**src/rtl/calc_pkg.sv**
```systemverilog
// Shared constants and helpers for the calculator datapath blocks.
package calc_pkg;

    localparam int unsigned CALC_WIDTH = 16;
    localparam int unsigned CALC_DEPTH = 4;

    // True when an address selects an implemented entry.
    function automatic logic addr_ok(input int unsigned addr, input int unsigned depth);
        return addr < depth;
    endfunction

endpackage

```
**src/rtl/regfile_rdport.sv**
```systemverilog
// One registered read port: address range check, write-first bypass and output flops.
module regfile_rdport
    import calc_pkg::*;
#(
    parameter int unsigned     WIDTH     = CALC_WIDTH,
    parameter int unsigned     DEPTH     = CALC_DEPTH,
    parameter logic [WIDTH-1:0] RESET_VAL = '0,
    parameter int unsigned     AW        = 2
) (
    input  logic             ck,
    input  logic             res,
    input  logic             clr,
    input  logic             we,
    input  logic [AW-1:0]    wsel,
    input  logic [WIDTH-1:0] d,
    input  logic [AW-1:0]    rsel,
    input  logic [WIDTH-1:0] mem [DEPTH],
    input  logic [DEPTH-1:0] valid,
    output logic [WIDTH-1:0] q,
    output logic             v
);

    logic rd_ok_c;
    logic bypass_c;

    assign rd_ok_c  = addr_ok(32'(rsel), DEPTH);
    assign bypass_c = we && (wsel == rsel);

    // Clear wins over bypass so a dropped write is never forwarded.
    always_ff @(posedge ck or posedge res) begin
        if (res) begin
            q <= '0;
            v <= 1'b0;
        end else if (clr) begin
            q <= RESET_VAL;
            v <= 1'b0;
        end else if (!rd_ok_c) begin
            q <= '0;
            v <= 1'b0;
        end else if (bypass_c) begin
            q <= d;
            v <= 1'b1;
        end else begin
            q <= mem[rsel];
            v <= valid[rsel];
        end
    end

endmodule

```
**src/rtl/regfile_n.sv**
```systemverilog
// Flop-based register file with one write port and two registered read ports.
module regfile_n
    import calc_pkg::*;
#(
    parameter int unsigned      WIDTH     = CALC_WIDTH,
    parameter int unsigned      DEPTH     = CALC_DEPTH,
    parameter logic [WIDTH-1:0] RESET_VAL = '0,
    localparam int unsigned     AW        = ($clog2(DEPTH) < 1) ? 1 : $clog2(DEPTH)
) (
    input  logic             ck,
    input  logic             res,
    input  logic             clr,
    input  logic             we,
    input  logic [AW-1:0]    wsel,
    input  logic [WIDTH-1:0] d,
    input  logic [AW-1:0]    rsel_a,
    input  logic [AW-1:0]    rsel_b,
    output logic [WIDTH-1:0] qa,
    output logic [WIDTH-1:0] qb,
    output logic             va,
    output logic             vb,
    output logic [DEPTH-1:0] valid
);

    logic [WIDTH-1:0] mem [DEPTH];
    logic             wr_hit_c;

    // Out-of-range writes are squashed here so both ports see a clean strobe.
    assign wr_hit_c = we && !clr && addr_ok(32'(wsel), DEPTH);

    always_ff @(posedge ck or posedge res) begin
        if (res) begin
            for (int unsigned i = 0; i < DEPTH; i++) mem[i] <= RESET_VAL;
            valid <= '0;
        end else if (clr) begin
            for (int unsigned i = 0; i < DEPTH; i++) mem[i] <= RESET_VAL;
            valid <= '0;
        end else if (wr_hit_c) begin
            mem[wsel]   <= d;
            valid[wsel] <= 1'b1;
        end
    end

    regfile_rdport #(
        .WIDTH(WIDTH), .DEPTH(DEPTH), .RESET_VAL(RESET_VAL), .AW(AW)
    ) u_rd_a (
        .ck(ck), .res(res), .clr(clr), .we(wr_hit_c), .wsel(wsel), .d(d),
        .rsel(rsel_a), .mem(mem), .valid(valid), .q(qa), .v(va)
    );

    regfile_rdport #(
        .WIDTH(WIDTH), .DEPTH(DEPTH), .RESET_VAL(RESET_VAL), .AW(AW)
    ) u_rd_b (
        .ck(ck), .res(res), .clr(clr), .we(wr_hit_c), .wsel(wsel), .d(d),
        .rsel(rsel_b), .mem(mem), .valid(valid), .q(qb), .v(vb)
    );

endmodule

```
**config.mk**
```make
export PLATFORM = sky130hd
export DESIGN_NAME = regfile_n
export DESIGN_NICKNAME = d
export VERILOG_FILES = /design/src/rtl/calc_pkg.sv /design/src/rtl/regfile_rdport.sv /design/src/rtl/regfile_n.sv
export SDC_FILE = /design/constraint.sdc
export NUM_CORES = 1
export LEC_CHECK = 0
export CORE_ASPECT_RATIO = 1.2
export CORE_MARGIN = 2
export CORE_UTILIZATION = 30
export CTS_BUF_LIST = sky130_fd_sc_hd__clkbuf_2
export CTS_CLUSTER_DIAMETER = 200
export CTS_CLUSTER_SIZE = 24
export DETAILED_ROUTE_END_ITERATION = 12
export HOLD_SLACK_MARGIN = 0.08
export PLACE_DENSITY = 0.57
export SLEW_MARGIN = 10
export SYNTH_ARGS = -nofsm -noshare
export SYNTH_HDL_FRONTEND = slang
export SYNTH_SLANG_ARGS = --single-unit
```
**constraint.sdc**
```tcl
create_clock -name ck -period 4.05 [get_ports ck]
set_input_delay 0.81 -clock ck [delete_from_list [all_inputs] [get_ports ck]]
set_output_delay 0.81 -clock ck [all_outputs]
set_load 0.01 [all_outputs]
```
---- Word level (Yosys, flattened, before mapping) ----
Index checks and enable logic that the tools add are counted.
cells by class
  $add $sub $neg .......................... 0
  $mul .................................... 0
  div/mod/pow operators ................... 0
  $lt $le $gt $ge ......................... 8
  equal/unequal tests ..................... 2
  shift operators ......................... 0
  mux-type cells .......................... 27
  bitwise operators ....................... 4
  reductions and logical operators ........ 7
operators with widths
  cell                                                                number
  2-to-1 mux 16 bit                                                   9
  2-to-1 mux 64 bit                                                   2
  binary-select mux 16 bit (select 2 bit)                             2
  bitwise mux 64 bit                                                  1
  demux 16 bit (select 2 bit)                                         1
  greater-or-equal comparator 3 bit (second input constant)           3
  less-than comparator 2 x 3 -> 1 bit (second input constant)         3
  NOT 2 -> 3 bit                                                      3
  2-to-1 mux 4 bit                                                    2
  2-to-1 mux 1 bit                                                    7
  logical AND 1 bit                                                   5
  binary-select mux 1 bit (select 2 bit)                              2
  == test 2 bit                                                       2
  OR 4 bit                                                            1
  less-than comparator 3 x 1 -> 1 bit (second input constant)         1
  demux 1 bit (select 2 bit)                                          1
  greater-or-equal comparator 2 x 1 -> 1 bit (second input constant)  1
  nonzero test 2 bit                                                  1
  logical NOT 1 bit                                                   1
word-level totals
  register bits ........................... 102
  bits in latches ......................... 0
  RAM bits ................................ 0
  memory bits (read-only) ................. 0
  bits of input ports ..................... 26
  output and inout bits ................... 38
  memories ................................ 0

---- Logic depth before layout (Yosys ltp) ----
  depth after elaboration ................. 8
  gate-level depth with buffers ........... 6

---- Hierarchy ----
Synthesis repeated with hierarchy kept, for this count alone.
unflattened totals
  cell total of the unflattened synthesis .. 451
  area total of the unflattened synthesis .. 5639.2 sq um
modules (own cells, without submodules)
  module          times used  cells an instance  area each (sq um)
  regfile_n       1           245                3026.7
  regfile_rdport  2           103                1306.3

---- Least setup slack after synthesis ----
Ideal clock, no wire load.
  kind .................................... input to register
  start point ............................. in rsel_a[0]
  end point ............................... reg u_rd_a.v
  setup time .............................. 0.132 ns
  arrival ................................. 1.808 ns
  data required time ...................... 3.918 ns
  path slack .............................. 2.110 ns
  stages .................................. 5
  cell sequence ........................... buf_6 > buf_6 > mux4_2 > a31oi_1 > nor2_1
between the ends
  longest elaborated chain between the ends .. 4
  elaborated cells between the ends (all ways) .. 6
ends and longest elaborated chain
  item                                                                                RTL line                                    source
  start, declared                                                                     regfile_n.sv:16                             input logic [AW-1:0] rsel_a,
  binary-select mux 1 bit (select 2 bit) / == test 2 bit (equally long branches)      regfile_rdport.sv:45, regfile_rdport.sv:27
  2-to-1 mux 1 bit (implied by the code) / logical AND 1 bit (equally long branches)  regfile_rdport.sv:45, regfile_rdport.sv:27
  2-to-1 mux 1 bit *                                                                  regfile_rdport.sv:40                        end else if (bypass_c) begin
  2-to-1 mux 1 bit *                                                                  regfile_rdport.sv:34                        end else if (clr) begin
  end signal, assigned                                                                regfile_rdport.sv:45                        v <= valid[rsel];
  end, declared                                                                       regfile_rdport.sv:20                        output logic v
Mark *: on every way between the ends. The rest lies on a longest branch, timed or not. The select of a mux whose other input is x is not followed.
A chain may end at the register's enable or synchronous reset.

---- Final worst setup path ----
  start point ............................. reg valid[0]
  end point ............................... out valid[0]
RTL lines
  item                             RTL line         source
  start, declared                  regfile_n.sv:22  output logic [DEPTH-1:0] valid
  start signal, assigned           regfile_n.sv:34  valid <= '0;
  start signal, assigned           regfile_n.sv:37  valid <= '0;
  start signal, assigned by index  regfile_n.sv:40  valid[wsel] <= 1'b1;
No word-level cell between the ends.

==> metrics.cfg <==
[floorplan]
dieArea_um2 = 19000
start_util_pct = 30.6
rows = 53
io_pins = 64
core_area_um2 = 17600
die_w_um = 126
dieHeight_um = 151

[yosys]
avgSynthCellArea_um2 = 10.7
synth_cell_type_count = 27
synth_area_um2 = 5380
synth_nets = 530
ys_seq_area_share_pct = 47.5
synth_seq_cells = 102
synthCells = 504
yosysWarnings = 0

[power_and_ir_drop]
clockPowerShare_pct = 27.8
leakage_nw = 2.46
p_comb_share_pct = 17.9
switchingPower_mw = 0.591
powerDensity_nw_per_um2 = 317
sw_frac_of_total_pct = 29.8
p_int_mw = 1.39
peakVddDrop_mv = 0.112
pwr-share-seq_pct = 54.3

[placed_design]
finalWeightedCongestion = 0.823
dpl_cell_area_um2 = 6120
numPortBuffers = 63
dp_hpwl_um = 10000
dp.cells = 759

[layout]
final_cell_count_no_fill = 775
postLayoutCoreUtil_pct = 35.6
syn_to_final_growth_pct = 16.2
drive_above_1_share_pct = 14.4
final_area_um2 = 6250
final_nets = 576

[sta]
max_freq_ghz = 0.403
slew_viol_final = 0
worst_pin_slew_ns = 1.11
fin_skew_ns = 0.0399
fin_tns_setup_ns = 0
grt_setup_unrepaired = no
timing.final.crit_share_pct = 61.3
fin_crit_ns = 2.48
setup_viol = 0
max_slew_margin_pct = 25.9
final-hold-violation-count = 0

[detailed_routing]
routed_wl_um = 16400
vias = 4390
postRouteAntennaNets = 0
vias_per_cell = 5.66
drc = 0
first_iter_violations = 577
dr.pass1.iters = 5
wire_per_inst_um = 21.1

[clock_tree]
root_buffer = clkbuf_2
clockBufferDepth = 2
numCtsBuffers = 9
holdBufCountCts = 0
cts.sink_count = 102
htree_levels = 3
cts_tree = done
cts.clk_slew.worst_paths_ns = 0.29
insertion_delay_ns = 0.62
cts_setup_buffers = 0
cts.repair.resized = 0

[flow_run]
max_cap_viol_count = 0

[setup_path]
cp_top_family = buffers and inverters
critPathCapture = valid[0]
rr_worst_depth = 3
max_stage_delay_ns = 0.56
rr_endpoint = u_rd_a.v
cp-end-kind = output port
critPathLaunchType = flip-flop
cpMaxStageDelayCell = clkdlybuf4s50_1
rrSetupSlack_ns = 2.66
cp.depth = 1
r2r-start = valid[0]
cp_num_buf_inv = 1
cp-startpoint = valid[0]
path_class = flip-flop to output port
critPathMaxFanout = 4
crit_required_ns = 3.24
crit_arrival_ns = 1.67
cp_cell_sequence = clkdlybuf4s50_1

[global_route]
grt_pass1_vias = 4386
grt-ovfl-total = 0
grt_max_degree = 104
grt_usage_pct = 17.4
antenna_found_initial = 1
grt_pass1_wl_um = 25500

[run_status]
status = finished clean

[worst_hold_path]
hp-class = flip-flop to flip-flop

power by group through the flow:
stage	Sequential (mW)	Combinational, mW	Clock [mW]
2_1_floorplan	1.09	0.214	0
3_5_place_dp	1.09	0.351	0
6_report	1.08	0.355	0.551
4_1_cts	1.08	0.353	0.561
5_1_grt	1.08	0.378	0.605
3_3_place_gp	1.09	0.345	0
sequential cells by signal, summed over array words and instances, names as in the netlist:
signal and count:
valid 4, u_rd_a.q 16, u_rd_b.v 1, u_rd_b.q 16, mem 64, u_rd_a.v 1
through the flow:
step                      power [mW]  hold WS, ns  setup slack [ns]
after floorplan                 1.31        0.508             0.565
after detailed placement        1.44        0.532              1.03
after global placement          1.44        0.520              1.07
after global routing            2.06        0.573              1.50
after CTS                       1.99        0.557              1.57
final                           1.98        0.556              1.57
per-layer routing:
metal	wire length [µm]	vias up	GRT usage, %
met1	6860	2176	23.5
li1	-	1906	-
met5	0	-	0
met2	7740	260	27.6
met3	1240	48	2.67
met4	538	0	8.41
cells in the final DEF, fill, tap and decap left out, types with 10 or more instances in the layout:
cell and n:
nor2_1 10, clkbuf_2 11, a21oi_1 96, o31ai_1 32, buf_4 20, nand2_1 128
clkdlybuf4s50_1 62, nand4_1 32, dfrtp_1 102, mux4_2 30
Yosys cell counts:
cell | n | share of area, %
a21oi_1 | 96 | 8.9
a31oi_1 | 2 | 0.23
and3_1 | 1 | 0.12
and3b_1 | 2 | 0.33
buf_1 | 1 | 0.070
buf_2 | 12 | 1.1
buf_4 | 10 | 1.4
buf_6 | 13 | 2.7
clkbuf_1 | 13 | 0.91
dfrtp_1 | 102 | 47
inv_1 | 1 | 0.070
mux4_1 | 4 | 2.0
mux4_2 | 30 | 13
nand2_1 | 128 | 8.9
nand2b_1 | 1 | 0.12
nand3_1 | 1 | 0.093
nand3b_2 | 2 | 0.42
nand4_1 | 32 | 3.7
nor2_1 | 10 | 0.70
nor2b_1 | 1 | 0.12
nor3b_4 | 1 | 0.35
o31ai_1 | 32 | 4.5
or3b_1 | 1 | 0.16
xnor2_2 | 3 | 0.91
xnor2_4 | 1 | 0.51
xor2_2 | 2 | 0.60
xor2_4 | 2 | 1.0
worst min path at each step:
stage	endpoint	depth (start not counted)	startpoint
6_report	mem[41]	2	mem[41]
5_1_grt	mem[21]	2	mem[21]
4_1_cts	mem[9]	2	mem[9]
3_5_place_dp	mem[9]	2	mem[9]
3_3_place_gp	mem[12]	2	mem[12]
2_1_floorplan	mem[20]	2	mem[20]
logic make-up after synthesis:
kind of cell | Yosys count | share of synthesized area [%]
AND/OR/NAND/NOR | 180 | 15.1
AO/OA/AOI/OAI | 130 | 13.6
flip-flops | 102 | 47.5
buffers and inverters | 50 | 6.28
multiplexers | 34 | 14.5
XOR/XNOR | 8 | 3.05
layout make-up:
type / count / area (µm²)
diodes: 1 / 2.50
clock buffers: 11 / 55.1
clock inverters: 4 / 72.6
fillers: 1739 / 11300
inverters: 1 / 6.26
multi-input cells: 352 / 2490
flip-flops and latches: 102 / 2550
well taps: 220 / 275
repair buffers: 84 / 796
(Power assumes the default switching activity.)
